File: config.mk
export PLATFORM = sky130hd
export DESIGN_NAME = cal_pulse_gen
export DESIGN_NICKNAME = d
export VERILOG_FILES = /design/src/rtl/cal_pulse_gen.sv
export SDC_FILE = /design/constraint.sdc
export NUM_CORES = 1
export LEC_CHECK = 0
export CAP_MARGIN = 20
export CORE_UTILIZATION = 40
export DETAILED_ROUTE_END_ITERATION = 10
export HOLD_SLACK_MARGIN = 0.15
export PLACE_DENSITY = 0.66
export SETUP_SLACK_MARGIN = 0.4
export SLEW_MARGIN = 20
export SYNTH_ARGS = -nofsm -noshare
export SYNTH_HDL_FRONTEND = slang
export SYNTH_SLANG_ARGS = --single-unit
File: constraint.sdc
create_clock -name cal_clkin -period 5.7 [get_ports cal_clkin]
set_clock_uncertainty 0.2 [all_clocks]
set_input_delay 1.14 -clock cal_clkin [delete_from_list [all_inputs] [get_ports cal_clkin]]
set_output_delay 1.14 -clock cal_clkin [all_outputs]
set_load 0.005 [all_outputs]
File: src/rtl/cal_pulse_gen.sv
// -----------------------------------------------------------------------------
// cal_pulse_gen
// Programmable calibration pulse train generator for the NMR front end.
// It sits between the host/sequencer register interface and the calibration
// injection circuitry. It produces a train of pulses with a programmable
// period P and high time H. The train runs either as a fixed burst of B
// periods or continuously until a graceful stop request is honoured.
//
// Parameters:
//   DIV_W : width of the period / high-time fields (period up to 2^DIV_W)
//   CNT_W : width of the burst length and the completed-period counter
//
// Ports:
//   cal_clkin     in   clock, all logic on the rising edge
//   cal_reset     in   asynchronous active-low reset
//   cal_en        in   count enable; low freezes all run state
//   cal_load      in   latch the configuration into the shadow registers;
//                      aborts any run
//   cal_divcount  in   period minus one
//   cal_highcount in   high cycles per period
//   cal_burst     in   periods per burst, 0 = continuous
//   cal_start     in   start a run (level sampled)
//   cal_stop      in   request a stop at the end of the current period
//   cal_out       out  calibration pulse (registered)
//   cal_busy      out  high while running
//   cal_done      out  one-cycle pulse when a run ends normally
//   cal_pcount    out  completed periods in the current or last run
// -----------------------------------------------------------------------------
module cal_pulse_gen #(
    parameter int DIV_W = 10,
    parameter int CNT_W = 8
) (
    input  logic             cal_clkin,
    input  logic             cal_reset,
    input  logic             cal_en,
    input  logic             cal_load,
    input  logic [DIV_W-1:0] cal_divcount,
    input  logic [DIV_W-1:0] cal_highcount,
    input  logic [CNT_W-1:0] cal_burst,
    input  logic             cal_start,
    input  logic             cal_stop,
    output logic             cal_out,
    output logic             cal_busy,
    output logic             cal_done,
    output logic [CNT_W-1:0] cal_pcount
);

    localparam logic ST_IDLE = 1'b0;
    localparam logic ST_RUN  = 1'b1;

    localparam logic [DIV_W-1:0] C_DIV_ZERO = {DIV_W{1'b0}};
    localparam logic [DIV_W-1:0] C_DIV_ONE  = {{(DIV_W-1){1'b0}}, 1'b1};
    localparam logic [DIV_W:0]   C_P_ONE    = {{DIV_W{1'b0}}, 1'b1};
    localparam logic [DIV_W:0]   C_P_RESET  = {{(DIV_W-1){1'b0}}, 2'b10};
    localparam logic [CNT_W-1:0] C_CNT_ZERO = {CNT_W{1'b0}};
    localparam logic [CNT_W-1:0] C_CNT_ONE  = {{(CNT_W-1){1'b0}}, 1'b1};
    localparam logic [CNT_W-1:0] C_CNT_MAX  = {CNT_W{1'b1}};

    // Shadow configuration and run state
    logic             r_state;
    logic [DIV_W:0]   r_p;        // period, one bit wider so 2^DIV_W fits
    logic [DIV_W-1:0] r_h;        // high time, always within [1, P-1]
    logic [CNT_W-1:0] r_b;        // burst length, 0 = continuous
    logic [DIV_W-1:0] r_phase;
    logic             r_stop_req;
    logic             r_out;
    logic             r_busy;
    logic             r_done;
    logic [CNT_W-1:0] r_pcount;

    logic [DIV_W-1:0] w_div_eff;
    logic [DIV_W:0]   w_p_new;
    logic [DIV_W-1:0] w_h_new;
    logic [DIV_W-1:0] w_phase_next;
    logic             w_wrap;
    logic [CNT_W-1:0] w_pcount_inc;
    logic             w_burst_end;
    logic             w_run_end;

    // Configuration arithmetic applied on load: P = max(div,1)+1, H clamped to [1, P-1]
    always_comb begin
        w_div_eff = cal_divcount;
        w_h_new   = cal_highcount;
        if (cal_divcount == C_DIV_ZERO) begin
            w_div_eff = C_DIV_ONE;
        end else begin
            w_div_eff = cal_divcount;
        end
        w_p_new = {1'b0, w_div_eff} + C_P_ONE;
        // P-1 equals w_div_eff, which is why the upper clamp uses it directly
        if (cal_highcount == C_DIV_ZERO) begin
            w_h_new = C_DIV_ONE;
        end else if (cal_highcount > w_div_eff) begin
            w_h_new = w_div_eff;
        end else begin
            w_h_new = cal_highcount;
        end
    end

    // Period wrap detection, saturating period count and run-end decision
    always_comb begin
        w_phase_next = r_phase + C_DIV_ONE;
        w_wrap       = ({1'b0, r_phase} == (r_p - C_P_ONE));
        if (r_pcount == C_CNT_MAX) begin
            w_pcount_inc = r_pcount;
        end else begin
            w_pcount_inc = r_pcount + C_CNT_ONE;
        end
        w_burst_end = (r_b != C_CNT_ZERO) && (w_pcount_inc == r_b);
        // A stop sampled on the wrap edge itself ends the run on that wrap
        w_run_end   = w_burst_end || r_stop_req || cal_stop;
    end

    // Main sequencer: load has top priority, then start / run / wrap handling
    always_ff @(posedge cal_clkin or negedge cal_reset) begin
        if (!cal_reset) begin
            r_state    <= ST_IDLE;
            r_p        <= C_P_RESET;
            r_h        <= C_DIV_ONE;
            r_b        <= C_CNT_ZERO;
            r_phase    <= C_DIV_ZERO;
            r_stop_req <= 1'b0;
            r_out      <= 1'b0;
            r_busy     <= 1'b0;
            r_done     <= 1'b0;
            r_pcount   <= C_CNT_ZERO;
        end else begin
            r_done <= 1'b0;
            if (cal_load) begin
                r_p        <= w_p_new;
                r_h        <= w_h_new;
                r_b        <= cal_burst;
                r_phase    <= C_DIV_ZERO;
                r_stop_req <= 1'b0;
                r_state    <= ST_IDLE;
                r_out      <= 1'b0;
                r_busy     <= 1'b0;
            end else begin
                case (r_state)
                    ST_IDLE: begin
                        if (cal_start && cal_en) begin
                            r_state    <= ST_RUN;
                            r_phase    <= C_DIV_ZERO;
                            r_pcount   <= C_CNT_ZERO;
                            r_stop_req <= 1'b0;
                            r_out      <= 1'b1;
                            r_busy     <= 1'b1;
                        end else begin
                            r_state <= ST_IDLE;
                        end
                    end
                    ST_RUN: begin
                        if (cal_en) begin
                            if (w_wrap) begin
                                r_pcount <= w_pcount_inc;
                                r_phase  <= C_DIV_ZERO;
                                if (w_run_end) begin
                                    r_state    <= ST_IDLE;
                                    r_out      <= 1'b0;
                                    r_busy     <= 1'b0;
                                    r_done     <= 1'b1;
                                    r_stop_req <= 1'b0;
                                end else begin
                                    r_out <= 1'b1;
                                end
                            end else begin
                                r_phase    <= w_phase_next;
                                r_out      <= (w_phase_next < r_h);
                                r_stop_req <= r_stop_req | cal_stop;
                            end
                        end else begin
                            // Frozen: only the stop request may still be latched
                            r_stop_req <= r_stop_req | cal_stop;
                        end
                    end
                    default: begin
                        r_state <= ST_IDLE;
                        r_out   <= 1'b0;
                        r_busy  <= 1'b0;
                    end
                endcase
            end
        end
    end

    assign cal_out    = r_out;
    assign cal_busy   = r_busy;
    assign cal_done   = r_done;
    assign cal_pcount = r_pcount;

endmodule

==> key figures, run 1 <==
Status
  • Run status: completed

Timing
  • Fin crit share: 72.5%
  • Worst-Margin Slew: 0.917 ns
  • Hold Fails Final Rpt: 0
  • Worst slew margin relative to its limit: approximately 39%
  • Total negative slack: 0 ns
  • Fin crit period: 4.13 ns
  • RSZ-0062 raised after global routing: false
  • FMAX: 242 MHz
  • Final setup violating endpoints: 0
  • Final Worst Setup Slack: around 1.6 ns
  • Slew Limit Fails: 0

Die
  • DIE WIDTH: 101 um
  • Initial Utilization: 42.1%
  • # IOs: 45
  • Chip Height: roughly 100 um
  • FP Rows: 35
  • Core area: 9370 um2
  • Full die area: 10300 um2

Synth
  • Syn Nets: 507
  • Syn Inst Count: 451
  • Post-synth EDFFs: 0
  • Part of the Yosys area used for sequential elements: 33.1%
  • Avg Cell Area, Syn: 8.74 um2
  • Post-synth ARST share: 100%
  • Synth cell count leaders: dfrtp_1 (50), inv_1 (31), nor2_1 (30)
  • Most frequent cell after synthesis: dfrtp_1
  • Synth top area cells: dfrtp_1 (32%), ha_1 (7.0%), xnor2_1 (4.9%)
  • Netlist cell types: 68
  • Post-synth top area share: 31.7%
  • Post-synth top area cell: dfrtp_1
  • Flop and latch count out of synthesis: 52
  • Mapped Area: 3940 um2
  • Post-synth top flop: dfrtp_1
  • Number of warning messages in the yosys log: 0

Setup path
  • Reg2reg end: cal_pcount[7]
  • Type of the worst setup path: primary input to flop
  • Worst-path maximum fanout: 12
  • Crit path required time: 5.69 ns
  • Reg2Reg Setup Slack: 2.16 ns
  • R2r startpoint: r_p[2]
  • Critical path launch point type: primary input
  • Worst R2R Path Depth: 7
  • Crit. End Element: flop
  • Critical Path AT: 4.13 ns

CTS
  • CTS tree: done
  • PostCTS Resize Cnt: 0
  • Clock buffer count from CTS: 5
  • Reg clk slew, reported paths: 0.09 ns
  • Cts hold-fix bufs: 0
  • Clk root buf: clkbuf_8
  • Skew-Pair Late Insertion Delay: 0.31 ns
  • CTS max path bufs: 2
  • Clock sink count: 52
  • Setup repair bufs after CTS: 0
  • Htree depth: 2

Final layout
  • Register area: 1300 um2
  • Area Growth Syn to Fin: 14.8%
  • Antenna Cells: 0
  • Share of layout cells above drive strength 1: 7.55%
  • Fillers: 944
  • Area of the multi-input gates: 2410 um2
  • Final Cell Area: 4520 um2
  • Cell Count, Final, Fillers Out: 606
  • Nets: 532

Detailed routing
  • DRT antenna net count: 0
  • DR WL/cell: 16.6 um
  • DR vias: 3523
  • DRC: 0
  • Drt pass-1 iters: 5
  • Via density: roughly 5.8
  • Initial DRC Count: 128
  • Post-Route WL: 10.1 mm

Power
  • Power Density: 194 nW/um2
  • LEAKAGE: between 1.5 and 2 nW
  • Peak supply drop: 0.0000911 V
  • Final Power: 0.878 mW

Global route
  • Initial antenna violation count: 0
  • Largest net degree at the start of global routing: 53
  • Gr ovfl total: 0
  • GRT met3 Usage: 2.97%
  • GR Util met1: 26.7%
  • Met2 GRT Util: about 36%
  • Most used routing layer: met2
  • Vias in the first global route: 3425
  • Global-route wire length before repair: 16.9 mm
  • GRT Overall Usage: 20.9%

Place
  • Port bufs: 44
  • Detail Placement HPWL: ~7.6 mm
  • Routability cong.: around 0.88
  • Placed instance count: 598
  • Post-DP Area: 4420 um2
  • Dpl ws: 1.25 ns

Worst hold path
  • Hold Path End: r_h[0]
  • Worst Hold Class: flop to flop
  • Hold-critical path depth: 1
  • Beginning of the worst hold path: r_h[0]

Job
  • Max-cap violations: 0
layout make-up:
class                           instances  area share [%]
Clock buffer                            6            1.83
Clock inverter                          2           0.221
Inverter                               31            2.57
Multi-Input combinational cell        341            53.3
Sequential cell                        52            28.8
Tap cell                              129            3.57
Timing Repair Buffer                   45            9.68
cells by family (layout without fill, tap and decap cells):
| group | after synthesis | in the layout | synth area share, % |
|---|---|---|---|
| and+or+nand+nor | 156 | 156 | 21.8 |
| AOI/OAI and AO/OA | 118 | 118 | 21.6 |
| buffers and inverters | 58 | 84 | 5.94 |
| DFF | 52 | 52 | 33.1 |
| muxes | 13 | 13 | 3.52 |
| xor gates and xnor gates | 32 | 32 | 7.11 |
| adders and majority gates | 22 | 22 | 6.98 |
worst max path at each step:
| stage | startpoint | to | cells past startpoint |
|---|---|---|---|
| after CTS | cal_divcount[8] | r_h[7] | 12 |
| after detailed placement | cal_divcount[8] | r_h[7] | 12 |
| after global placement | cal_divcount[8] | r_h[2] | 12 |
| after floorplan | cal_divcount[8] | r_h[1] | 12 |
| final | cal_divcount[8] | r_h[7] | 12 |
| after global routing | cal_divcount[8] | r_h[7] | 12 |
metal layers:
metal	routed length [um]	up-vias
met5	0	-
met1	4630	1685
li1	-	1725
met2	4820	97
met4	244	0
met3	376	16
sequential cells by signal, indices dropped and copies added, names as in the netlist:
signal	count
r_b	8
r_phase	10
cal_done	1
cal_busy	1
r_state	1
r_h	10
cal_out	1
cal_pcount	8
r_p	11
r_stop_req	1
per-stage QoR:
step                      hold WS, ns  util, %
after CTS                       0.338     48.2
final                           0.339     48.3
after floorplan                 0.291        -
after detailed placement        0.318     47.2
after global routing            0.347     48.3
after global placement          0.313     47.2
power breakdown:
part / total, mW / switching, mW / internal, mW / leakage (nW)
registers: 0.446 / 0.0464 / 0.400 / 0.654
clock network: 0.219 / 0.121 / 0.0972 / 0.0510
logic: 0.213 / 0.111 / 0.102 / 1.17
total: 0.878 / 0.279 / 0.599 / 1.88
cell usage in the layout (no fill, tap or decap), drive strengths merged, types with 15 or more instances in the layout:
master,n
clkdlybuf4s50,42
inv,31
nand2,23
xnor2,22
a21oi,29
and3,15
nand3,21
nor2,30
o21ai,22
dfrtp,50
ha,22
critical path, cell delays in order:
cell	delay [ns]
clkdlybuf4s50_1	0.49
nor4_1	0.36
nand4_1	0.17
nand2b_1	0.15
ha_1	0.16
nor2b_1	0.04
o21a_1	0.16
o21ai_0	0.14
a2111oi_0	0.11
or3b_2	0.58
and3b_1	0.28
a221o_1	0.36
(Power assumes the default switching activity.)
==> inputs of run 2 (changes only) <==
==> constraint.sdc (replaced) <==
create_clock -name cal_clkin -period 4.2 [get_ports cal_clkin]
set_clock_uncertainty 0.2 [all_clocks]
set_input_delay 0.84 -clock cal_clkin [delete_from_list [all_inputs] [get_ports cal_clkin]]
set_output_delay 0.84 -clock cal_clkin [all_outputs]
set_load 0.005 [all_outputs]
==> run 2 against run 1 <==
  * Register-to-register slack worse by 1.5 ns
  * Die area stayed put
  * Sequential share of layout area is 0.33 points lower
  * Worst hold slack better by 0.00071 ns
  * Sequential power is 36% higher
==> key figures, run 2 (synthesis gave the netlist of run 1 again) <==
Setup path
  • Crit-path cells: clkdlybuf4s50_1 > nor4_2 > nand4_1 > nand2b_1 > ha_1 > nor2b_1 > o21a_1 > o21ai_0 > a2111oi_0 > or3b_2 > and3b_1 > a221o_1
  • Critical path launch point type: primary input
  • Worst R2R Path Depth: 7
  • Reg2Reg Setup Slack: 0.63 ns
  • Worst-path maximum fanout: 5
  • Type of the worst setup path: primary input to flop
  • Crit. Startpoint: cal_divcount[9]
  • Critical Path AT: 3.61 ns
  • Crit. End Element: flop
  • CP bufs+invs: 1
  • R2r startpoint: r_p[2]
  • Slowest stage delay, CP: 0.48 ns
  • Crit path required time: 4.20 ns
  • Top delay family on crit path: simple AND/OR/NAND/NOR gates
  • Slowest stage cell, crit path: clkdlybuf4s50_1
  • Reg2reg end: cal_pcount[6]

Final layout
  • Cell Count, Final, Fillers Out: 612
  • Share of layout cells above drive strength 1: 8.90%
  • Largest register by flop count: r_p
  • Post-layout util: 48.8%
  • Final Cell Area: between 4000 and 5000 um2
  • Nets: 538
  • Most common cell after layout, fill and taps aside: dfrtp_1
  • Area Growth Syn to Fin: 16.1%
  • Antenna Cells: 0
  • Largest registers: r_p (11), r_h (10), r_phase (10)
  • Max reg flops: 11
  • Most frequent cells in the layout: dfrtp_1 (50), clkdlybuf4s50_1 (41), inv_1 (31)

Detailed routing
  • Met2 wire len: 5.12 mm
  • DR WL/cell: 16.9 um
  • Max layer used: met4
  • Met3 WL post-DR: 442 um
  • Drt pass-1 iters: 5
  • Post-Route WL: 10.3 mm
  • DRT antenna net count: 0
  • DR vias: 3569
  • Routed length on met1: 4.56 mm
  • Via density: 5.83
  • Initial DRC Count: approximately 150
  • DRC: 0

Timing
  • Slew Limit Fails: 0
  • Fin crit period: 3.61 ns
  • Final setup violating endpoints: 0
  • Fin crit share: 85.9%
  • Total negative slack: 0 ns
  • FMAX: 277 MHz
  • RSZ-0062 raised after global routing: false
  • Worst-Margin Slew: 0.897 ns
  • Hold_ws: 0.340 ns
  • Hold Fails Final Rpt: 0
  • Final Worst Setup Slack: ~0.6 ns
  • Worst slew margin relative to its limit: ~40%

Die
  • # IOs: 45
  • Chip Height: approximately 100 um
  • DIE WIDTH: ~100 um
  • FP Rows: 35
  • Core area: 9370 um2
  • Initial Utilization: a little over two fifths
  • Full die area: ~10000 um2

CTS
  • Clk root buf: clkbuf_8
  • Clock sink count: 52
  • Skew-Pair Late Insertion Delay: 0.30 ns
  • CTS tree: done
  • Htree depth: 2
  • CTS max path bufs: 2
  • Reg clk slew, reported paths: 0.10 ns
  • Clock buffer count from CTS: 5

Global route
  • Largest net degree at the start of global routing: 49
  • Vias in the first global route: 3435
  • GRT Overall Usage: 21.1%
  • Gr ovfl total: 0
  • Global-route wire length before repair: 17.0 mm
  • Initial antenna violation count: 0

Power
  • Peak supply drop: 0.000139 V
  • Power Density: about 260 nW/um2
  • Final Power: 1.20 mW
  • LEAKAGE: 1.91 nW

Worst hold path
  • Beginning of the worst hold path: r_h[6]
  • Hold Path End: r_h[6]
  • Hold-critical path depth: 2
  • Worst Hold Class: flop to flop

Place
  • Dpl ws: approximately 0.14 ns
  • Port bufs: 44
  • Detail Placement HPWL: 7.92 mm
  • Placed instance count: about 600
  • Routability cong.: around 0.85
  • Post-DP Area: 4460 um2

Job
  • Max-cap violations: 0

Status
  • Run status: completed
==> run 2: repair_timing <==
| item | in CTS | in global routing |
|---|---|---|
| setup buffers | 0 | 1 |
| hold buffers | 0 | 0 |
| endpoints found under the setup margin | 0 | 10 |
| hold endpoints to repair | 0 | 0 |
| resized for setup | 0 | 3 |
==> run 2: worst min-delay path, stage by stage, from the launching register on <==
cell and delay (ns):
dfrtp_1 0.33, inv_1 0.06, o32ai_1 0.11
==> run 2: how the worst max path moves through the flow <==
stage | endpoint | cells after the start
floorplan | r_h[1] | 12
global placement | r_h[0] | 13
detailed placement | r_h[0] | 13
CTS | r_h[5] | 13
global route | r_h[0] | 13
finish | r_h[2] | 12
==> run 2: area by class of cell <==
class                           count  area [um2]
Fill cell                         954        4800
Timing Repair Buffer               51         485
Tap cell                          129         161
Clock inverter                      2        10.0
Inverter                           31         116
Clock buffer                        6        82.6
Sequential cell                    52        1300
Multi-Input combinational cell    341        2420
==> run 2: routing by layer <==
layer	vias to the layer above	track usage, %
met3	15	3.45
met5	-	0
met4	0	6.24
met2	120	36.8
li1	1742	-
met1	1692	26.7
==> run 2: report_power, final <==
part	switching [mW]	leakage (nW)	internal, mW
logic	0.153	1.21	0.144
registers	0.0622	0.654	0.543
clock network	0.169	0.0510	0.132
